===== config.mk =====
export PLATFORM = sky130hd
export DESIGN_NAME = lsu_mem_arbiter
export DESIGN_NICKNAME = d
export VERILOG_FILES = /design/src/rtl/lsu_mem_arbiter.sv
export SDC_FILE = /design/constraint.sdc
export NUM_CORES = 1
export LEC_CHECK = 0
export ABC_AREA = 1
export BUFFER_PORTS_ARGS = -buffer_cell sky130_fd_sc_hd__clkbuf_2
export CAP_MARGIN = 20
export CELL_PAD_IN_SITES_DETAIL_PLACEMENT = 2
export CELL_PAD_IN_SITES_GLOBAL_PLACEMENT = 2
export CORE_MARGIN = 3
export CORE_UTILIZATION = 25
export CTS_BUF_LIST = sky130_fd_sc_hd__clkbuf_16
export CTS_CLUSTER_DIAMETER = 80
export CTS_CLUSTER_SIZE = 10
export DETAILED_ROUTE_END_ITERATION = 6
export PLACE_DENSITY = 0.88
export SYNTH_ARGS = -nofsm -noshare
export SYNTH_HDL_FRONTEND = slang
export SYNTH_SLANG_ARGS = --single-unit

===== constraint.sdc =====
create_clock -name clk -period 2.6 [get_ports clk]
set_input_delay 0 -clock clk [delete_from_list [all_inputs] [get_ports clk]]
set_output_delay 0 -clock clk [all_outputs]
set_load 0.02 [all_outputs]

===== src/rtl/lsu_mem_arbiter.sv =====
// Round-robin arbiter sharing one data-memory read/write channel among per-thread LSUs.
// One transaction in flight; the grant is held through the memory handshake and the LSU release.
module lsu_mem_arbiter #(
    parameter int unsigned THREADS_PER_BLOCK = 4,
    parameter int unsigned ADDR_BITS         = 8,
    parameter int unsigned DATA_BITS         = 8
) (
    input  logic                                           clk,
    input  logic                                           reset,

    input  logic [THREADS_PER_BLOCK-1:0]                   req_read_valid,
    input  logic [THREADS_PER_BLOCK-1:0][ADDR_BITS-1:0]    req_read_address,
    output logic [THREADS_PER_BLOCK-1:0]                   req_read_ready,
    output logic [THREADS_PER_BLOCK-1:0][DATA_BITS-1:0]    req_read_data,

    input  logic [THREADS_PER_BLOCK-1:0]                   req_write_valid,
    input  logic [THREADS_PER_BLOCK-1:0][ADDR_BITS-1:0]    req_write_address,
    input  logic [THREADS_PER_BLOCK-1:0][DATA_BITS-1:0]    req_write_data,
    output logic [THREADS_PER_BLOCK-1:0]                   req_write_ready,

    output logic                                           mem_read_valid,
    output logic [ADDR_BITS-1:0]                           mem_read_address,
    input  logic                                           mem_read_ready,
    input  logic [DATA_BITS-1:0]                           mem_read_data,

    output logic                                           mem_write_valid,
    output logic [ADDR_BITS-1:0]                           mem_write_address,
    output logic [DATA_BITS-1:0]                           mem_write_data,
    input  logic                                           mem_write_ready,

    output logic                                           busy
);

    localparam int unsigned T     = THREADS_PER_BLOCK;
    localparam int unsigned PTR_W = (T > 1) ? $clog2(T) : 1;

    typedef enum logic [1:0] {
        IDLE       = 2'd0,
        READ_WAIT  = 2'd1,
        WRITE_WAIT = 2'd2,
        RELAY      = 2'd3
    } state_t;

    state_t                         r_state,    w_state;
    logic [PTR_W-1:0]               r_g,        w_g;
    logic [PTR_W-1:0]               r_ptr,      w_ptr;
    logic [T-1:0][DATA_BITS-1:0]    r_rd_data,  w_rd_data;
    logic [T-1:0]                   r_rd_rdy,   w_rd_rdy;
    logic [T-1:0]                   r_wr_rdy,   w_wr_rdy;
    logic                           r_mem_rv,   w_mem_rv;
    logic                           r_mem_wv,   w_mem_wv;
    logic [ADDR_BITS-1:0]           r_mem_ra,   w_mem_ra;
    logic [ADDR_BITS-1:0]           r_mem_wa,   w_mem_wa;
    logic [DATA_BITS-1:0]           r_mem_wd,   w_mem_wd;
    logic                           r_busy,     w_busy;

    logic [T-1:0]                   w_pending;
    logic                           w_hit;
    logic [PTR_W-1:0]               w_sel;
    logic                           w_release;

    // Modulo-T increment; T need not be a power of two.
    function automatic logic [PTR_W-1:0] wrap_add(input logic [PTR_W-1:0] base,
                                                  input int unsigned      off);
        int unsigned s;
        s = 32'(base) + off;
        if (s >= T) begin
            s = s - T;
        end
        return PTR_W'(s);
    endfunction

    assign w_pending = req_read_valid | req_write_valid;

    // First pending thread at or after the round-robin pointer.
    always_comb begin
        w_hit = 1'b0;
        w_sel = '0;
        for (int unsigned k = 0; k < T; k++) begin
            if (!w_hit && w_pending[wrap_add(r_ptr, k)]) begin
                w_hit = 1'b1;
                w_sel = wrap_add(r_ptr, k);
            end
        end
    end

    // Granted LSU has dropped the valid matching the completed transaction type.
    assign w_release = (r_rd_rdy[r_g] && !req_read_valid[r_g]) ||
                       (r_wr_rdy[r_g] && !req_write_valid[r_g]);

    // Next-state and next-output logic.
    always_comb begin
        w_state   = r_state;
        w_g       = r_g;
        w_ptr     = r_ptr;
        w_rd_data = r_rd_data;
        w_rd_rdy  = r_rd_rdy;
        w_wr_rdy  = r_wr_rdy;
        w_mem_rv  = r_mem_rv;
        w_mem_wv  = r_mem_wv;
        w_mem_ra  = r_mem_ra;
        w_mem_wa  = r_mem_wa;
        w_mem_wd  = r_mem_wd;

        case (r_state)
            IDLE: begin
                if (w_hit) begin
                    w_g = w_sel;
                    if (req_read_valid[w_sel]) begin
                        w_mem_ra = req_read_address[w_sel];
                        w_mem_rv = 1'b1;
                        w_state  = READ_WAIT;
                    end else begin
                        w_mem_wa = req_write_address[w_sel];
                        w_mem_wd = req_write_data[w_sel];
                        w_mem_wv = 1'b1;
                        w_state  = WRITE_WAIT;
                    end
                end
            end
            READ_WAIT: begin
                if (mem_read_ready) begin
                    w_rd_data[r_g] = mem_read_data;
                    w_rd_rdy[r_g]  = 1'b1;
                    w_mem_rv       = 1'b0;
                    w_state        = RELAY;
                end
            end
            WRITE_WAIT: begin
                if (mem_write_ready) begin
                    w_wr_rdy[r_g] = 1'b1;
                    w_mem_wv      = 1'b0;
                    w_state       = RELAY;
                end
            end
            RELAY: begin
                if (w_release) begin
                    w_rd_rdy = '0;
                    w_wr_rdy = '0;
                    w_ptr    = wrap_add(r_g, 1);
                    w_state  = IDLE;
                end
            end
            default: begin
                w_state = IDLE;
            end
        endcase

        w_busy = (w_state != IDLE);
    end

    // State and registered outputs.
    always_ff @(posedge clk or negedge reset) begin
        if (!reset) begin
            r_state   <= IDLE;
            r_g       <= '0;
            r_ptr     <= '0;
            r_rd_data <= '0;
            r_rd_rdy  <= '0;
            r_wr_rdy  <= '0;
            r_mem_rv  <= 1'b0;
            r_mem_wv  <= 1'b0;
            r_mem_ra  <= '0;
            r_mem_wa  <= '0;
            r_mem_wd  <= '0;
            r_busy    <= 1'b0;
        end else begin
            r_state   <= w_state;
            r_g       <= w_g;
            r_ptr     <= w_ptr;
            r_rd_data <= w_rd_data;
            r_rd_rdy  <= w_rd_rdy;
            r_wr_rdy  <= w_wr_rdy;
            r_mem_rv  <= w_mem_rv;
            r_mem_wv  <= w_mem_wv;
            r_mem_ra  <= w_mem_ra;
            r_mem_wa  <= w_mem_wa;
            r_mem_wd  <= w_mem_wd;
            r_busy    <= w_busy;
        end
    end

    assign req_read_ready    = r_rd_rdy;
    assign req_read_data     = r_rd_data;
    assign req_write_ready   = r_wr_rdy;
    assign mem_read_valid    = r_mem_rv;
    assign mem_read_address  = r_mem_ra;
    assign mem_write_valid   = r_mem_wv;
    assign mem_write_address = r_mem_wa;
    assign mem_write_data    = r_mem_wd;
    assign busy              = r_busy;

endmodule


# --- After elaboration in Yosys (flattened, before gate mapping) ---
# Cells that the tools add are included.
# Widths: inputs -> output; s select.
classes:
  add_sub_neg: 9
  n_lt_le_gt_ge: 12
  n_eq_ne: 9
  muxes: 61
  bitwise_logic: 4
  reduce_logical: 27
ops:
  columns: ["op", "count"]
  rows:
  - ["$bmux 8 s2", 3]
  - ["$bwmux 32", 1]
  - ["$mux 8", 4]
  - ["$mux 2", 14]
  - ["$mux 1", 20]
  - ["$bmux 1 s2", 9]
  - ["$lt 2x3->1 const B", 6]
  - ["$demux 8 s2", 1]
  - ["$pmux 4 s2", 2]
  - ["$ge 3x3->1 const B", 4]
  - ["$mux 4", 3]
  - ["$ne 2x2->1 const B", 6]
  - ["$or 4x4->4", 3]
  - ["$reduce_and 3->1", 4]
  - ["$reduce_bool 2->1", 5]
  - ["$sub 2x1->2 const B", 5]
  - ["$pmux 2 s4", 1]
  - ["$reduce_and 4->1", 2]
  - ["$add 2x1->3 const B", 2]
  - ["$add 2x2->3 const B", 2]
  - ["$logic_and 1x1->1", 6]
  - ["$reduce_and 2->1", 3]
  - ["$logic_not 1->1", 5]
  - ["$eq 2x2->1 const B", 2]
  - ["other kinds (8)", 9]
totals:
  ff_bits: 73
  output_inout_bits: 67

# --- Logic depth before layout (Yosys ltp) ---
# Gate-level depths: netlist (run 1).
logic_depth:
  word_depth: 20
  depth_mapped: 18
  mapped_depth_nobuf: 16

# --- Least setup slack after synthesis (run 1) ---
# OpenSTA, ideal clock, no wires.
synth_timing:
  path_kind: "register -> register"
  start: "register r_ptr[0]"
  end: "register r_mem_wa[7], in the netlist mem_write_address[7]"
  setup_time_ps: 122
  arrival_time_ps: 1792
  required_time_ps: 2478
  slack_ps: 687
  stages_incl_launch_ff: 16
  period_less_slack_ps: 1913
  cell_sequence: "dfrtp_1 -> buf_6 -> inv_4 -> nand2_1 -> nand3_1 -> nand2_1 -> nor2_4 -> nand3_2 -> nand3_4 -> buf_2 -> buf_4 -> nand2_1 -> nand3_1 -> nand2_1 -> inv_1 -> o21ai_1"
synth_between:
  elab_chain_cells: 18
  word_cells_on_any_way: 43
synth_lines:
  columns: ["element", "line_no", "rtl"]
  rows:
  - ["start: declaration", "46", "logic [PTR_W-1:0] r_ptr, w_ptr;"]
  - ["start signal: assignment", "170", "r_ptr <= w_ptr;"]
  - ["branches (longest 18 deep; another with $add 2x1->3)", null, null]
  - ["end signal: assignment", "177", "r_mem_wa <= w_mem_wa;"]
  - ["end: declaration", "53", "logic [ADDR_BITS-1:0] r_mem_wa, w_mem_wa;"]
# Several ways; the timed one is not identified. The select of a mux whose other input is x is not followed.
# A chain may end at the register's enable or synchronous reset.

# --- Worst setup path after layout (run 1) ---
layout_timing:
  start: "register r_ptr[0]"
  end: "register r_busy, in the netlist busy"
layout_between:
  elab_chain_cells: 20
  word_cells_on_any_way: 43
layout_lines:
  columns: ["element", "line_no", "rtl"]
  rows:
  - ["branches (longest 17 deep; another with $add 2x1->3)", null, null]
  - ["$mux 2 (*)", "107", "if (w_hit) begin"]
  - ["$pmux 2 s4 (*)", "105", "case (r_state)"]
  - ["net w_state[1]", "44", "state_t r_state, w_state;"]
  - ["$reduce_bool 2->1 (*)", "149", "w_busy = (w_state != IDLE);"]
  - ["net w_busy", "55", "logic r_busy, w_busy;"]
  - ["end signal: assignment", "179", "r_busy <= w_busy;"]
  - ["end: declaration", "55", null]
# Mark *: on every way through the listed nets, which the timed path passes. The select of a mux whose other input is x is not followed.

==> results of run 1 <==
## critical path: stages (launching register included)
cell	delay, ns
dfrtp_2	0.48
inv_4	0.13
nand2_1	0.11
nand3_1	0.16
nand2_1	0.11
nor2_4	0.15
nand3_2	0.14
nand3_4	0.26
nand2_1	0.12
nand2_1	0.09
nand2_2	0.17
nand3_4	0.20
nand2_1	0.09
inv_1	0.06
nand2_1	0.05
## layout make-up
class | count | area share (%)
Clock buffer | 9 | 3.76
Clock inverter | 7 | 0.794
Inverter | 170 | 10.7
Multi-Input combinational cell | 405 | 32.0
Sequential cell | 73 | 30.5
Tap cell | 225 | 4.70
Timing Repair Buffer | 196 | 17.5
## placed cells by master, fill, tap and decap left out, drive strengths merged
cell type    instances
ha                   4
o221ai               2
o21a                 1
clkinvlp             4
nand3               69
a21oi                6
inv                172
dlygate4sd3          7
nor2                14
clkbuf             190
nand2              233
buf                  8
o21ai               71
nand4                5
dfrtp               73
clkinv               1
## worst max path at each step
stage / start / to / depth (start not counted)
final: r_ptr[0] / busy / 14
after global routing: r_ptr[0] / mem_write_data[0] / 14
after CTS: r_ptr[0] / busy / 15
after detailed placement: r_ptr[0] / mem_write_address[1] / 15
after global placement: r_ptr[0] / mem_write_data[7] / 15
after floorplan: r_ptr[0] / mem_write_address[7] / 15
## power by group through the flow
stage | clock [mW] | sequential, mW | combinational (mW)
floorplan | 0 | 2.56 | 2.80
global placement | 0 | 2.05 | 4.66
detailed placement | 0 | 2.08 | 4.87
CTS | 1.20 | 2.08 | 4.89
global route | 1.25 | 2.15 | 5.67
finish | 1.15 | 2.07 | 4.95
## logic make-up after synthesis
| logic type | Yosys count | synth area share, % |
|---|---|---|
| buf+inv | 194 | 17.8 |
| flops | 73 | 41.0 |
| compound gates | 80 | 9.54 |
| fa+ha+maj | 4 | 1.12 |
| simple gates | 317 | 30.5 |
## sequential cells by signal, indices dropped and copies added, names as in the netlist, 2 cells and up
| name | cells |
|---|---|
| r_ptr | 2 |
| mem_read_address | 8 |
| req_read_ready | 4 |
| mem_write_data | 8 |
| req_write_ready | 4 |
| r_g | 2 |
| r_state | 2 |
| req_read_data | 32 |
| mem_write_address | 8 |
## layer usage
layer / track usage (%) / vias up
met5: 0 / -
met2: 29.9 / 143
li1: - / 2370
met4: 5.10 / 0
met1: 20.4 / 2324
met3: 5.22 / 19
## metrics by stage
step | area [µm²] | hold WS (ns) | total power, mW | setup slack, ns | utilization, %
2_1_floorplan | 4460 | -0.296 | 5.35 | 0.687 | -
3_3_place_gp | 5560 | 0.227 | 6.71 | 0.187 | 32.1
3_5_place_dp | 5560 | 0.229 | 6.95 | 0.0190 | 32.1
4_1_cts | 5910 | 0.00242 | 8.17 | 0.0541 | 34.0
5_1_grt | 5990 | 0.0242 | 9.06 | -0.0130 | 34.5
6_report | 5990 | 0.0182 | 8.17 | 0.163 | 34.5
## repair_timing
| item | 4_1_cts | 5_1_grt |
|---|---|---|
| pin swaps | 0 | 2 |
| endpoints found under the setup margin | 1 | 19 |
| endpoints found under the hold margin | 92 | 0 |
| hold buffers | 7 | 0 |
| gates cloned | 0 | 4 |
| gates resized for setup | 1 | 6 |
==> impl_results.md, run 1 <==
* Fin nets at approximately 980
* Starting Density at 25.7%
* Met3 routed WL at around 1.1 mm
* Chip height at 140 µm
* Endpoints failing hold at 0
* Clock network fraction of design power at between 10% and 20%
* Worst VDD drop at 0.442 mV
* Multi-input logic area at roughly 0.0019 mm²
* First-pass GRT wire length at 27.1 mm
* Met1 Routed Length at between 7 and 8 mm
* Tmin final at 2.44 ns
* Setup crit start kind: flop
* Post-synth EDFFs at 0
* PwrDens at 1370 mW/mm²
* Sequential fraction of the synthesis area at between 40 and 50%
* Seq pwr share at 25.4%
* Library cells used by synthesis at 24
* Count leader, synth: nand2_1
* Die X at roughly 140 µm
* Residual DRC at 0
* R2r setup slk at 0.16 ns
* # setup viols final at 0
* H-tree level count at 3
* Max-slew violations at 0
* Primary FF master, synth: dfrtp_1
* Site Rows at 48
* Area Overhead vs Synth at 34.3%
* Comb pwr share at 60.6%
* Vias in the first global route at ~5300
* Top Layer Used: met4
* Clock latency on the worst-skew pair at 0.34 ns
* R2R depth at 14
* Worst R2R End: busy
* PortBufs at approximately 180
* WP data arrival at 2.66 ns
* R2r startpoint: r_ptr[0]
* Post-route insts no fill at 1085
* Fmax at 410 MHz
* Setup total negative slack at 0 ns
* TritonCTS clock tree: built
* Setup CP Type: flop to flop
* Class of the worst hold path: input port to flop
* DRT iter0 DRCs at between 100 and 150
* Clk buf depth at 2
* Via count at 4856
* Final period utilization at a little over nine tenths
* Number of synthesized register bits at 73
* GRT Overall Usage at 17.2%
* Crit path capture type: flop
* Largest cells by area after synthesis: dfrtp_1, nand2_1, inv_1
* Wirelength per Cell at 15.6 µm
* Sw Ratio at 52.5%
* Min-delay src: mem_read_data[4]
* Outcome: finished, final reports clean
* Max-cap violation count at 0
* CTS Buf Count at 9
* Drt total wl at 16.9 mm
* Fill cells at roughly 2100
* Net count after synthesis at between 700 and 800
* Pint at 3.88 mW
* Die area at just under 0.02 mm²
* Root Driver: clkbuf_16
* P_sw at 4.29 mW
* Slew @ Worst Pin at 0.972 ns
* Mapped Cells at 668
* Post-CTS Setup Repair Bufs at 0
* Worst Hold Path EP: req_read_data[4]
* Top cell type by total area after synthesis: dfrtp_1
* # diodes at 0
* Synth warn at 0
* Ratio of cells with drive above 1 in the final layout at between 20% and 30%
* Synth top area share at 41.0%
* Clk pin slew, worst setup/hold paths at roughly 0.06 ns
* Core Area at 0.0174 mm²
* DRT antenna net count at 0
* Largest fanout on the critical path at 19
* DR vias/cell at 4.48
* Sink Count at 73
* Leakage power at 3.69 nW
* Avg Cell Area, Syn at 6.67 µm²
* Wire length on met2 at ~8.3 mm
* Rel. slew slack at 35.2%
* Gr ovfl total at 0
* Sequential cell area at 0.00183 mm²
* DP Cell Count at 1058
* Routability congestion estimate at slightly above 0.8
* Pre-antenna DRT Iters at 4
* Initial antenna violation count at 0
* HPWL Detailed at 12.8 mm
* WP data required at 2.82 ns
* Largest net degree at the start of global routing at 74
* Clock Skew at 0.00791 ns
* Hold path depth at 3
* Most instantiated cells after synthesis: nand2_1, inv_1, dfrtp_1, nand3_1, o21ai_0
* IO Pins at 183
* Ys async rst share at between 90% and 100%
* Cell area after synthesis at 0.00446 mm²
(Power assumes the default switching activity.)
==> run 2: changes to the inputs <==
CELL_PAD_IN_SITES_DETAIL_PLACEMENT = 0   (was 2)
==> impl_results.md, run 2 (synthesis gave the netlist of run 1 again) <==
* Outcome: finished, final reports clean
* Die area at 0.0195 mm² (unchanged)
* Site Rows at 48 (unchanged)
* Clk buf depth at 2 (unchanged)
* Max-cap violation count at 0 (unchanged)
* First-pass GRT wire length at 22.2 mm (-18%)
* WP data required at 2.82 ns (about the same)
* Slew @ Worst Pin at 0.962 ns (-0.0102 ns)
* Setup crit start kind: flop
* IO Pins at 183 (unchanged)
* Core Util, Final at 34.6% (+0.065 points)
* PortBufs at 182 (unchanged)
* HPWL Detailed at 10.2 mm (-20%)
* Most frequent cells in the layout: nand2_1, clkbuf_2, inv_1
* GRT Overall Usage at 14.0% (-3.1 points)
* Clock network fraction of design power at 14.8% (+0.7 points)
* Final instance area at 0.00600 mm² (+0.19%)
* Sw Ratio at 51.0% (-1.5 points)
* Die X at 140 µm (unchanged)
* Largest fanout on the critical path at 19 (unchanged)
* Pint at 3.90 mW (+0.43%)
* Root Driver: clkbuf_16
* Setup total negative slack at 0 ns (unchanged)
* Pre-antenna DRT Iters at 5 (+1)
* DR vias/cell at 4.12 (-8.0%)
* H-tree level count at 3 (unchanged)
* Sink Count at 73 (unchanged)
* Leakage power at 3.71 nW (+0.49%)
* Via count at 4474 (-7.9%)
* DRT iter0 DRCs at 137 (+22%)
* Final period utilization at 89.0% (-4.7 points)
* P_sw at 4.06 mW (-5.4%)
* Max-slew violations at 0 (unchanged)
* Wirelength per Cell at 12.9 µm (-18%)
* Endpoints failing hold at 0 (unchanged)
* TritonCTS clock tree: built
* Pre-CTS setup slack at 0.0998 ns (+0.0808 ns)
* Ratio of cells with drive above 1 in the final layout at 26.6% (-0.031 points)
* DRT antenna net count at 0 (unchanged)
* Rel. slew slack at 35.8% (+0.68 points)
* PwrDens at 1330 mW/mm² (-2.8%)
* Core Area at 0.0174 mm² (unchanged)
* Chip height at 140 µm (unchanged)
* Class of the worst hold path: input port to flop
* Clk pin slew, worst setup/hold paths at 0.06 ns (about the same)
* Commonest non-fill, non-tap cell in the layout: nand2_1
* Gr ovfl total at 0 (unchanged)
* Clock latency on the worst-skew pair at 0.34 ns (about the same)
* R2R depth at 14 (unchanged)
* Clock Skew at 0.00687 ns (-0.00104 ns)
* Setup CP Type: flop to flop
* CTS Buf Count at 9 (unchanged)
* Tmin final at 2.31 ns (-0.123 ns)
* Starting Density at 25.7% (unchanged)
* Setup crit start: r_ptr[0]
* # diodes at 0 (unchanged)
* Crit path capture type: flop
* Fin nets at 976 (+0.10%)
* Post-DP Area at 0.00556 mm² (unchanged)
* R2r setup slk at 0.29 ns (+0.12 ns)
* Area Overhead vs Synth at 34.5%
* Fmax at 432 MHz (+5.3%)
* Worst setup margin at 0.285 ns (+0.123 ns)
* Largest net degree at the start of global routing at 74 (unchanged)
* Vias in the first global route at 4413 (-16%)
* Largest register FFs at 32 (unchanged)
* RSZ-0062 raised after global routing: false
* R2r startpoint: r_ptr[0]
* Min Hold Slack at 0.0335 ns (+0.0153 ns)
* Worst VDD drop at 0.517 mV (+17%)
* Residual DRC at 0 (unchanged)
* Comb pwr share at 59.6% (-1.0 points)
* WP data arrival at 2.54 ns (-0.12 ns)
* Initial antenna violation count at 0 (unchanged)
* # setup viols final at 0 (unchanged)
* Seq pwr share at 25.6% (+0.2 points)
* Drt total wl at 14.0 mm (-18%)
* Worst R2R End: busy
* Crit path to: busy
* Routability congestion estimate at 0.808 (unchanged)
## run 2: cell types whose count changed in the layout (fill, tap and decap cells not counted)
cell	before	now
buf_12	1	2
clkinv_4	0	1
clkinvlp_4	4	3
dlygate4sd3_1	7	9
inv_1	168	167
inv_6	1	2
nand3_4	7	5
## run 2: power by group through the flow
stage / combinational (mW) / clock [mW] / sequential, mW
global route: 5.45 / 1.28 / 2.12
detailed placement: 4.70 / 0 / 2.05
floorplan: 2.80 / 0 / 2.56
global placement: 4.66 / 0 / 2.05
CTS: 4.71 / 1.23 / 2.04
finish: 4.74 / 1.18 / 2.04
## run 2: metrics by stage
| stage | std cells | power (mW) |
|---|---|---|
| 3_5_place_dp | 1058 | 6.75 |
| 2_1_floorplan | 668 | 5.35 |
| 3_3_place_gp | 1058 | 6.71 |
| 4_1_cts | 1083 | 7.98 |
| 6_report | 1086 | 7.96 |
| 5_1_grt | 1086 | 8.85 |
## run 2: critical path, stage by stage (launching register included)
cell and delay, ns:
dfrtp_2 0.48, inv_4 0.12, nand2_1 0.09, nand3_1 0.12, nand2_1 0.09, nand2_2 0.10
nand2_1 0.06, nand2_2 0.10, nand3_4 0.23, nand2_1 0.15, nand3_2 0.20, nand3_4 0.24
nand2_1 0.09, inv_1 0.06, nand2_1 0.06
## run 2: per-layer routing
layer	global-route usage [%]	part of all wire [%]	vias up
li1	-	-	2374
met1	18.7	47	1951
met2	22.1	45	143
met3	4.78	8.3	6
met4	3.26	0.63	0
met5	0	0	-
## run 2: worst min path at each step
stage / start / end / depth (start not counted)
after floorplan: reset / busy / 0
after global placement: reset / req_read_ready[1] / 1
after detailed placement: reset / req_read_ready[3] / 1
after CTS: mem_write_ready / mem_write_valid / 4
after global routing: mem_write_ready / mem_write_valid / 4
final: mem_write_ready / mem_write_valid / 4
## run 2: repair_timing
item | CTS | global route
endpoints found under the hold margin | 102 | 0
gates resized for setup | 0 | 5
hold buffers | 9 | 0
setup buffers | 0 | 1
endpoints found under the setup margin | 0 | 19
## run 2: cell type report
type / count / area (µm²)
Multi-Input combinational cell: 403 / 1880
Sequential cell: 73 / 1830
Tap cell: 225 / 282
Clock buffer: 9 / 225
Inverter: 170 / 641
Fill cell: 1976 / 11400
Timing Repair Buffer: 199 / 1090
Clock inverter: 7 / 53.8
